$ cat config.mk
export PLATFORM = sky130hd
export DESIGN_NAME = conv_enc_frame_ctrl
export DESIGN_NICKNAME = d
export VERILOG_FILES = /design/src/rtl/conv_enc_pkg.sv /design/src/rtl/conv_frame_cnt.sv /design/src/rtl/conv_enc_frame_ctrl.sv
export SDC_FILE = /design/constraint.sdc
export NUM_CORES = 1
export LEC_CHECK = 0
export CAP_MARGIN = 30
export CORE_MARGIN = 3
export CORE_UTILIZATION = 40
export CTS_BUF_LIST = sky130_fd_sc_hd__clkbuf_4 sky130_fd_sc_hd__clkbuf_8
export CTS_CLUSTER_DIAMETER = 80
export DETAILED_ROUTE_END_ITERATION = 16
export GPL_ROUTABILITY_DRIVEN = 1
export GPL_TIMING_DRIVEN = 1
export PLACE_DENSITY = 0.81
export SYNTH_ARGS = -nofsm -noshare
export SYNTH_HDL_FRONTEND = slang
export SYNTH_SLANG_ARGS = --single-unit
$ cat constraint.sdc
create_clock -name clk -period 2 [get_ports clk]
set_input_delay 0.6 -clock clk [delete_from_list [all_inputs] [get_ports clk]]
set_output_delay 0.6 -clock clk [all_outputs]
set_load 0.01 [all_outputs]
$ cat src/rtl/conv_enc_pkg.sv
// ------------------------------------------------------------------
// conv_enc_pkg : shared types and constants for the (7,5) encoder path
// Rev 1.0
// ------------------------------------------------------------------
`default_nettype none

package conv_enc_pkg;

   typedef enum logic [2:0] {
      IDLE = 3'd0,
      CLR  = 3'd1,
      DATA = 3'd2,
      TAIL = 3'd3,
      DONE = 3'd4
   } state_t;

   localparam int c_conv_k = 3;

   // Generator taps, newest bit in the MSB: z[1] uses g0, z[0] uses g1.
   localparam logic [2:0] c_g0 = 3'b111;
   localparam logic [2:0] c_g1 = 3'b101;

endpackage

`default_nettype wire

$ cat src/rtl/conv_frame_cnt.sv
// ------------------------------------------------------------------
// conv_frame_cnt : loadable up-counter with terminal-compare flag
// Rev 1.0
// ------------------------------------------------------------------
`default_nettype none

module conv_frame_cnt
   import conv_enc_pkg::*;
#(
   parameter int WIDTH = 4
) (
   input  logic             clk,
   input  logic             rst,
   input  logic             load,
   input  logic [WIDTH-1:0] load_val,
   input  logic             inc,
   input  logic [WIDTH-1:0] term_val,
   output logic             at_term
);

   logic [WIDTH-1:0] r_cnt;

   // Load wins over increment so a terminal transfer can restart the count.
   always_ff @(posedge clk or posedge rst) begin
      if (rst) begin
         r_cnt <= '0;
      end else if (load) begin
         r_cnt <= load_val;
      end else if (inc) begin
         r_cnt <= r_cnt + WIDTH'(1);
      end
   end

   assign at_term = (r_cnt == term_val);

endmodule

`default_nettype wire

$ cat src/rtl/conv_enc_frame_ctrl.sv
// ------------------------------------------------------------------
// conv_enc_frame_ctrl : frame sequencer for the rate-1/2 encoder
// Rev 1.0
// ------------------------------------------------------------------
`default_nettype none

module conv_enc_frame_ctrl
   import conv_enc_pkg::*;
#(
   parameter int FRAME_LEN = 8,
   parameter int K         = c_conv_k,
   parameter int TAIL_EN   = 1
) (
   input  logic       clk,
   input  logic       rst,
   input  logic       start,
   input  logic       abort,
   input  logic       in_bit,
   input  logic       in_valid,
   output logic       in_ready,
   output logic       enc_x,
   output logic       enc_ce,
   output logic       enc_clr,
   input  logic [1:0] enc_z,
   output logic [1:0] out_z,
   output logic       out_valid,
   input  logic       out_ready,
   output logic       out_last,
   output logic       busy,
   output logic       done
);

   // Sized for whichever of the data or tail phases counts further.
   localparam int CNT_W = $clog2(((FRAME_LEN > K) ? FRAME_LEN : K) + 1);

   localparam bit               c_has_tail  = (TAIL_EN != 0) && (K > 1);
   localparam logic [CNT_W-1:0] c_data_term = CNT_W'(FRAME_LEN - 1);
   localparam logic [CNT_W-1:0] c_tail_term = CNT_W'((K > 1) ? K - 2 : 0);

   state_t           r_state;
   state_t           w_state_nxt;
   state_t           w_last_state;
   logic             w_cnt_load;
   logic             w_cnt_inc;
   logic             w_at_term;
   logic [CNT_W-1:0] w_term;

   generate
      if (c_has_tail) begin : g_tail
         assign w_last_state = TAIL;
      end else begin : g_no_tail
         assign w_last_state = DATA;
      end
   endgenerate

   assign w_term = (r_state == TAIL) ? c_tail_term : c_data_term;

   conv_frame_cnt #(
      .WIDTH (CNT_W)
   ) u_cnt (
      .clk      (clk),
      .rst      (rst),
      .load     (w_cnt_load),
      .load_val ('0),
      .inc      (w_cnt_inc),
      .term_val (w_term),
      .at_term  (w_at_term)
   );

   always_ff @(posedge clk or posedge rst) begin
      if (rst) begin
         r_state <= IDLE;
      end else begin
         r_state <= w_state_nxt;
      end
   end

   always_comb begin
      w_state_nxt = r_state;
      in_ready    = 1'b0;
      enc_x       = 1'b0;
      enc_clr     = 1'b0;
      out_valid   = 1'b0;
      done        = 1'b0;
      w_cnt_load  = 1'b0;
      w_cnt_inc   = 1'b0;

      case (r_state)
         IDLE: begin
            if (start) begin
               w_state_nxt = CLR;
            end
         end
         CLR: begin
            enc_clr     = 1'b1;
            w_cnt_load  = 1'b1;
            w_state_nxt = DATA;
         end
         DATA: begin
            // A source bit is only taken together with the symbol it produces.
            enc_x     = in_bit;
            out_valid = in_valid;
            in_ready  = out_ready;
            if (in_valid && out_ready) begin
               w_cnt_inc = 1'b1;
               if (w_at_term) begin
                  w_cnt_load  = 1'b1;
                  w_state_nxt = c_has_tail ? TAIL : DONE;
               end
            end
         end
         TAIL: begin
            out_valid = 1'b1;
            if (out_ready) begin
               w_cnt_inc = 1'b1;
               if (w_at_term) begin
                  w_cnt_load  = 1'b1;
                  w_state_nxt = DONE;
               end
            end
         end
         DONE: begin
            done        = 1'b1;
            w_state_nxt = IDLE;
         end
         default: begin
            w_state_nxt = IDLE;
         end
      endcase

      if (abort) begin
         w_state_nxt = IDLE;
         in_ready    = 1'b0;
         out_valid   = 1'b0;
         done        = 1'b0;
         w_cnt_load  = 1'b1;
         w_cnt_inc   = 1'b0;
      end

      enc_ce = out_valid && out_ready;
   end

   assign out_z    = enc_z;
   assign out_last = out_valid && w_at_term && (r_state == w_last_state);
   assign busy     = (r_state != IDLE);

endmodule

`default_nettype wire

Yosys cells after proc, flatten, opt, wreduce, memory -nomap -nowiden
Index checks and enable logic that the tools add are counted.
{"block": "totals", "latch_bits": 0, "output_inout_bits": 10, "mem_count": 0, "mem_bits_ro": 0, "input_bits": 9, "regBits": 7, "elab_cells": 48, "mem_bits_rw": 0}
{"block": "classes", "mux": 27, "n_div": 0, "n_lt_le_gt_ge": 0, "n_addsub": 1, "n_mul": 0, "n_bitwise": 0, "shift": 0, "eq_ne": 10, "n_reduce_logical": 8}
{"operator": "$mux 3", "count": 7}
{"operator": "$ne 3x3->1 const B", "count": 5}
{"operator": "$mux 1", "count": 14}
{"operator": "$pmux 3 s4", "count": 1}
{"operator": "$mux 4", "count": 2}
{"operator": "$eq 3x2->1 const B", "count": 2}
{"operator": "$reduce_and 5->1", "count": 1}
{"operator": "$add 4x1->4 const B", "count": 1}
{"operator": "$eq 4x3->1", "count": 1}
{"operator": "$logic_and 1x1->1", "count": 4}
{"operator": "$pmux 1 s2", "count": 2}
{"operator": "$eq 3x1->1 const B", "count": 1}
{"operator": "$eq 3x3->1 const B", "count": 1}
{"operator": "$logic_not 3->1", "count": 1}
{"operator": "$pmux 1 s3", "count": 1}
{"operator": "$reduce_bool 3->1", "count": 1}
{"operator": "$reduce_bool 2->1", "count": 1}

Longest topological paths before layout
Gate-level depths: netlist (run 1).
{"block": "depth", "ltp_word": 8, "ltp_mapped": 5, "mapped_depth_nobuf": 4}

Cells and area by module
Synthesis (run 1) repeated with hierarchy kept, for this count alone.
{"block": "hier_totals", "hier_cells": 68, "hier_area_um2": 564.3}
{"mod": "conv_enc_frame_ctrl", "instances": 1, "area_each_um2": 316.6, "seq_area_each_um2": 75.1, "cells_per_inst": 44}
{"mod": "conv_frame_cnt", "instances": 1, "area_each_um2": 247.7, "seq_area_each_um2": 100.1, "cells_per_inst": 24}

Worst setup path before layout (run 1)
OpenSTA, ideal clock, no wires.
{"block": "synth_timing", "path_kind": "reg2out", "from": "register r_state[0]", "to": "output out_last", "stages_incl_launch_ff": 5, "t_arrival_ns": 1.310, "t_required_ns": 1.400, "setup_slack_ns": 0.090, "n_path_buf": 1, "path_cell_list": "dfrtp_1 > clkbuf_1 > nor4bb_1 > nand2_1 > nor3b_1"}
{"block": "synth_between", "elab_chain_len": 5, "elab_cells_between_ends": 8, "cone_classes": "eq/ne (3); mux (3); reduce/logical (2)"}
{"element": "start: declaration", "line": "conv_enc_frame_ctrl.sv:40", "rtl": "state_t r_state;"}
{"element": "start signal: assignment", "line": "conv_enc_frame_ctrl.sv:74", "rtl": "r_state <= w_state_nxt;"}
{"element": "$eq 3x2->1 (on tied branches)", "line": "conv_enc_frame_ctrl.sv:56, conv_enc_frame_ctrl.sv:88, conv_enc_frame_ctrl.sv:144"}
{"element": "$mux 3 / $pmux 1 s2 (equally long branches)", "line": "conv_enc_frame_ctrl.sv:56, conv_enc_frame_ctrl.sv:88"}
{"element": "$eq 4x3->1 / $mux 1 (equally long branches)", "line": "conv_frame_cnt.sv:34, conv_enc_frame_ctrl.sv:131"}
{"element": "$logic_and 1x1->1", "line": "conv_enc_frame_ctrl.sv:144", "rtl": "assign out_last = out_valid && w_at_term && (r_state == w_last_state);"}
{"element": "$logic_and 1x1->1 (*)", "line": "conv_enc_frame_ctrl.sv:144"}
{"element": "end: declaration", "line": "conv_enc_frame_ctrl.sv:28", "rtl": "output logic out_last,"}
Every way passes the cells marked *; elsewhere a longest branch is shown, timed or not.

Final worst setup path (run 1)
{"block": "layout_timing", "from": "input abort", "to": "output out_last"}
{"block": "layout_between", "elab_chain_len": 3}
{"element": "start: declaration", "line": "conv_enc_frame_ctrl.sv:17", "rtl": "input logic abort,"}
{"element": "$mux 1", "line": "conv_enc_frame_ctrl.sv:131", "rtl": "if (abort) begin"}
{"element": "$logic_and 1x1->1 (2 in a row)", "line": "conv_enc_frame_ctrl.sv:144"}
No other way between the ends.

==> results.cfg, run 1 <==
[status]
status = finished with violations
failed_checks = negative setup slack

[power]
power-per-cell-area_nw_per_um2 = 507
worst_ir_drop_vdd_mv = 0.342
total_power_mw = 0.417
leakage_nw = 0.350

[worst_hold_path]
worstHoldPathType = in2async

[global_routing]
grt_max_degree = 13
grt_pass1_wl_um = 2530
antenna_found_initial = 0
grt_usage = 0.186
first_global_vias = 547
grt.overflow.total = 0

[logic_synthesis]
yosysWarningCount = 0
synth.most_common_cell = dfrtp_1
ys_types = 29
yosysTopAreaCell = dfrtp_1
syn_area_per_cell_sq_um = 8.72
synthSimpleGateAreaFrac = 0.450
ys.flop_type = dfrtp_1
synth_top_family_by_area = simple AND/OR/NAND/NOR gates
netlist_top_cells_count = dfrtp_1 (7), nor2_1 (5), nor3b_1 (5)
synth_adder_area_share = 0.0239
syn_inst = 60
synth_top_area_frac = 0.335
syn-cell-area_sq_um = 523
ys_seq_elements = 7
synth_nets = 70
synthTopCellsByArea = dfrtp_1 (33%), nor3b_1 (7.2%), buf_4 (4.3%), nand3b_1 (4.3%), nand3_1 (3.8%)
synth_compound_area_frac = 0.117
synth-seq-area-share = 0.335
synthMuxAreaShare = 0
async_flop_share = 1.00
synthXorXnorAreaFrac = 0.0167
synth_edf_count = 0

[critical_path]
crit_path_top_delay_cell = clkdlybuf4s15_2
crit_family = simple AND/OR/NAND/NOR gates
critPathBufInv = 2
critPathKind = in2out
end_kind = output pin
r2r_end = u_cnt.r_cnt[3]
arrival_ns = 1.43
r2r_cells = 6
slowest_delay_ns = 0.23
path_max_fanout = 6
path_depth = 5
critPathLaunchType = input pin
r2r_start = r_state[2]
crit_end = out_last
ff2ff_setup_slack_ns = 0.11
crit_chain = clkdlybuf4s15_2, nor2_1, nand2_1, nor3b_2, buf_2
crit_start = abort
crit_required_ns = 1.40

[timing]
worst_hold_slack_ns = 0.571
finalCritPeriodShare = 1.01
slew_headroom = 0.806
rsz0062_at_grt = yes
drv_slew = 0
tightest_slew_ns = 0.287
fin_ws_ns = -0.0269
fmax_mhz = 493
final_hold_viol_count = 0
setup_viol = 1
clock_skew_ns = 0.00357
finalCriticalPeriod_ns = 2.03
setup_tns_ns = -0.0269

[route]
drt-wirelength-per-cell_um = 15.2
drtIter0Drc = 9
ant_nets = 0
firstDrtPassIters = 4
wirelength_um = 1540
drc = 0
viasPerCell = 5.76
via_count = 582

[die]
die_w_um = 42.2
die_height_um = 42.2
initial_core_util = 0.447
io_pins = 19
die_area_sq_um = 1780
fp.coreArea_sq_um = 1170
rows = 12

[final_layout]
drive_gt1_frac = 0.437
diodes = 0
final_cells = 101
nets = 98
final_area_sq_um = 823
utilization = 0.703
area_growth_pct = 57.4

[clock_network]
clk_pin_slew_ns = 0.06
cts_tree = yes
clock-sinks = 7
insertion_delay_ns = 0.25
h-tree-depth = 1
cts-buffers-inserted = 3
cts_root_buffer = clkbuf_4
clk_path_buf_depth = 2
cts_hold_buf = 0

[flow_run]
cap_violations = 0

[placement]
dpl.hpwl_um = 1080
dp.cells = 94
numPortBuffers = 14
gp_congestion = 0.877
dpl_worst_slack_ns = -0.656
dpl_cell_area_sq_um = 729
-- flip-flops by register name, indices dropped and copies added, names as in the netlist --
register	flops
r_state	3
u_cnt.r_cnt	4
-- report_power, final --
part / switching (mW) / total (mW) / internal (mW)
logic: 0.0525 / 0.116 / 0.0633
clock network: 0.0565 / 0.147 / 0.0900
registers: 0.00787 / 0.155 / 0.147
-- worst min path at each step --
stage	start	endpoint	slack, ns	depth (start not counted)
after detailed placement	u_cnt.r_cnt[2]	r_state[2]	0.57	3
after global routing	rst	u_cnt.r_cnt[0]	0.58	2
after floorplan	rst	r_state[0]	0.40	1
final	rst	u_cnt.r_cnt[2]	0.57	2
after global placement	u_cnt.r_cnt[1]	r_state[2]	0.55	3
after CTS	r_state[2]	r_state[1]	0.57	1
-- timing repair --
action	4_1_cts	5_1_grt
setup endpoints to repair	8	7
pin swaps	3	4
resized for setup	37	13
setup buffers	1	2
-- area by class of cell --
type,count,area [sq um]
Tap cell,14,17.5
Fill cell,100,348
Multi-Input combinational cell,48,383
Clock buffer,4,30.0
Timing Repair Buffer,27,211
Inverter,1,3.75
Sequential cell,7,178
-- worst reg2reg max path: cells and delay by family (launching register included) --
family	cells	cell delay, ns
AND/OR/NAND/NOR	2	0.62
flip-flops	1	0.48
AO/OA/AOI/OAI	2	0.44
buffers and inverters	2	0.28
-- cells in the final DEF (no fill, tap or decap), types with 3 or more instances in the layout --
| cell type | count |
|---|---|
| nor3b_2 | 3 |
| nor2_1 | 5 |
| clkbuf_4 | 4 |
| buf_4 | 10 |
| nand3b_1 | 3 |
| dlygate4sd2_1 | 3 |
| o21ai_0 | 3 |
| nand3_1 | 3 |
| nand2_1 | 4 |
| clkdlybuf4s50_1 | 3 |
| buf_2 | 5 |
| buf_6 | 3 |
| dfrtp_1 | 5 |
-- logic make-up (layout without fill, tap and decap cells) --
group	count (synthesis)	count (layout)
AO/OA/AOI/OAI	10	10
XOR/XNOR	1	1
adder cells (fa/ha/maj)	1	1
buffers and inverters	5	32
flip-flops	7	7
AND/OR/NAND/NOR	36	36
-- per-layer routing --
layer  share of wire  global-route usage  up-vias
met1            0.43               0.230      278
met4           0.018              0.0559        0
met5               0                   0        -
met2            0.49               0.304       27
li1                -                   -      273
met3           0.057              0.0601        4
Power figures use the tool's default switching activity.
==> run 2, diff against run 1 <==
--- a/config.mk
+++ b/config.mk
@@ -13,7 +13,7 @@
 export DETAILED_ROUTE_END_ITERATION = 16
 export GPL_ROUTABILITY_DRIVEN = 1
 export GPL_TIMING_DRIVEN = 1
-export PLACE_DENSITY = 0.81
+export PLACE_DENSITY = 0.84
 export SYNTH_ARGS = -nofsm -noshare
 export SYNTH_HDL_FRONTEND = slang
 export SYNTH_SLANG_ARGS = --single-unit
==> constraint.sdc (replaced) <==
create_clock -name clk -period 1.7 [get_ports clk]
set_input_delay 0.51 -clock clk [delete_from_list [all_inputs] [get_ports clk]]
set_output_delay 0.51 -clock clk [all_outputs]
set_load 0.01 [all_outputs]
==> run 2 against run 1 <==
Against the previous run:
- the flow still finishes with violations (negative setup slack)
- sequential share of layout area decreased by 3.2 points
- critical path depth unchanged
- via count increased by 12%
- clock-buffer cell count unchanged
- critical endpoint unchanged
==> results.cfg, run 2 (same netlist as run 1, synthesis figures left out) <==
[clock_network]
clock-sinks = 7
clk_pin_slew_ns = 0.05
h-tree-depth = 1
insertion_delay_ns = 0.25
clk_path_buf_depth = 2
cts-buffers-inserted = 3
cts_hold_buf = 0
cts_root_buffer = clkbuf_4
cts_tree = yes

[timing]
tightest_slew_ns = 0.262
rsz0062_at_grt = yes
fmax_mhz = 519
clock_skew_ns = 0.00461
finalCritPeriodShare = 1.13
setup_viol = 9
fin_ws_ns = -0.229
drv_slew = 0
finalCriticalPeriod_ns = 1.93
setup_tns_ns = -1.09
final_hold_viol_count = 0
worst_hold_slack_ns = 0.480
slew_headroom = 0.825

[route]
firstDrtPassIters = 4
drtIter0Drc = 17
via_count = 651
drc = 0
drt-wirelength-per-cell_um = 15.2
viasPerCell = 5.71
wirelength_um = 1730
ant_nets = 0

[final_layout]
diodes = 0
layout_commonest_cell = buf_4
seq_area_sq_um = 178
drive_gt1_frac = 0.560
final_cells = 114
final_cell_mix = buf_4 (19), buf_6 (8), buf_2 (7), nor2_1 (5), dfrtp_1 (5)
largest_reg_flops = 4
multi_input_area_sq_um = 414
largest-register = u_cnt.r_cnt
fill_cells = 69
nets = 111
reg_top3 = u_cnt.r_cnt (4), r_state (3)
area_growth_pct = 84.7

[worst_hold_path]
worstHoldPathType = in2async

[flow_run]
cap_violations = 0

[global_routing]
antenna_found_initial = 0
first_global_vias = 615
grt.overflow.total = 0
grt_pass1_wl_um = 2660
grt_usage = 0.196
grt_max_degree = 8

[critical_path]
path_max_fanout = 6
end_kind = output pin
crit_required_ns = 1.19
arrival_ns = 1.42
critPathLaunchType = input pin
critPathKind = in2out

[die]
fp.coreArea_sq_um = 1170
initial_core_util = 0.447
die_area_sq_um = 1780
die_w_um = 42.2
die_height_um = 42.2
rows = 12
io_pins = 19

[placement]
dpl.hpwl_um = 1110
numPortBuffers = 14
gp_congestion = 0.824
dp.cells = 103

[status]
failed_checks = negative setup slack
status = finished with violations

[power]
p_switching_mw = 0.140
leakage_nw = 0.420
switching_share = 0.268
power-per-cell-area_nw_per_um2 = 543
worst_ir_drop_vdd_mv = 0.328
p_seq_frac = 0.347
combPwrFrac = 0.341
clockPowerShare = 0.312
p_int_mw = 0.384
-- run 2: cell count changes in the layout (fill, tap and decap cells not counted), sizes merged --
cell / change
buf: +16
clkbuf: -2
clkdlybuf4s15: -1
clkdlybuf4s50: -1
dlygate4sd2: +1
-- run 2: timing repair --
| item | in CTS | in global routing |
|---|---|---|
| gates resized for setup | 55 | 8 |
| endpoints found under the setup margin | 9 | 12 |
| endpoints found under the hold margin | 0 | 0 |
| pin swaps | 10 | 5 |
| buffers inserted | 7 | 1 |
-- run 2: final timing paths --
kind | startpoint | to | slack [ns] | depth (start not counted)
worst max-delay path | abort | out_last | -0.23 | 5
worst min-delay path | rst | r_state[0] | 0.48 | 2
worst max register to register | r_state[1] | u_cnt.r_cnt[3] | -0.06 | 7
worst min register to register | r_state[1] | r_state[0] | 0.53 | 1
max in group asynchronous | rst | r_state[2] | 0.99 | 2
min in group clk | r_state[1] | r_state[0] | 0.53 | 1
-- run 2: through the flow --
step / area [sq um] / power (mW) / setup WS [ns] / utilization
after global routing: 966 / 0.553 / -0.307 / 0.825
after detailed placement: 807 / 0.318 / -0.785 / 0.689
after global placement: 807 / 0.315 / -0.758 / 0.689
final: 966 / 0.525 / -0.229 / 0.825
after CTS: 928 / 0.512 / -0.199 / 0.793
after floorplan: 534 / 0.246 / 0.0593 / -
-- run 2: routing by layer --
layer,GRT usage,share of wire,wire length (um)
met1,0.225,0.40,698
met2,0.343,0.51,887
met4,0.106,0.023,40
met3,0.0258,0.061,105
met5,0,0,0
-- run 2: cell type report --
| cell class | instances | share of cell area |
|---|---|---|
| sequential | 7 | 0.184 |
| tap | 14 | 0.0181 |
| multi-input combinational | 48 | 0.429 |
| timing repair buffer | 40 | 0.334 |
| clock buffer | 4 | 0.0311 |
| inverter | 1 | 0.00389 |
-- run 2: critical path, stage by stage --
cell and delay, ns:
dlygate4sd2_1 0.31, nor2_1 0.18, nand2_1 0.11, nor3b_2 0.16, buf_2 0.15
-- run 2: power groups by stage --
stage	Combinational, mW	Clock (mW)	Sequential (mW)
2_1_floorplan	0.0656	0	0.180
6_report	0.179	0.164	0.182
4_1_cts	0.161	0.171	0.180
3_5_place_dp	0.135	0	0.182
3_3_place_gp	0.133	0	0.182
5_1_grt	0.191	0.179	0.182
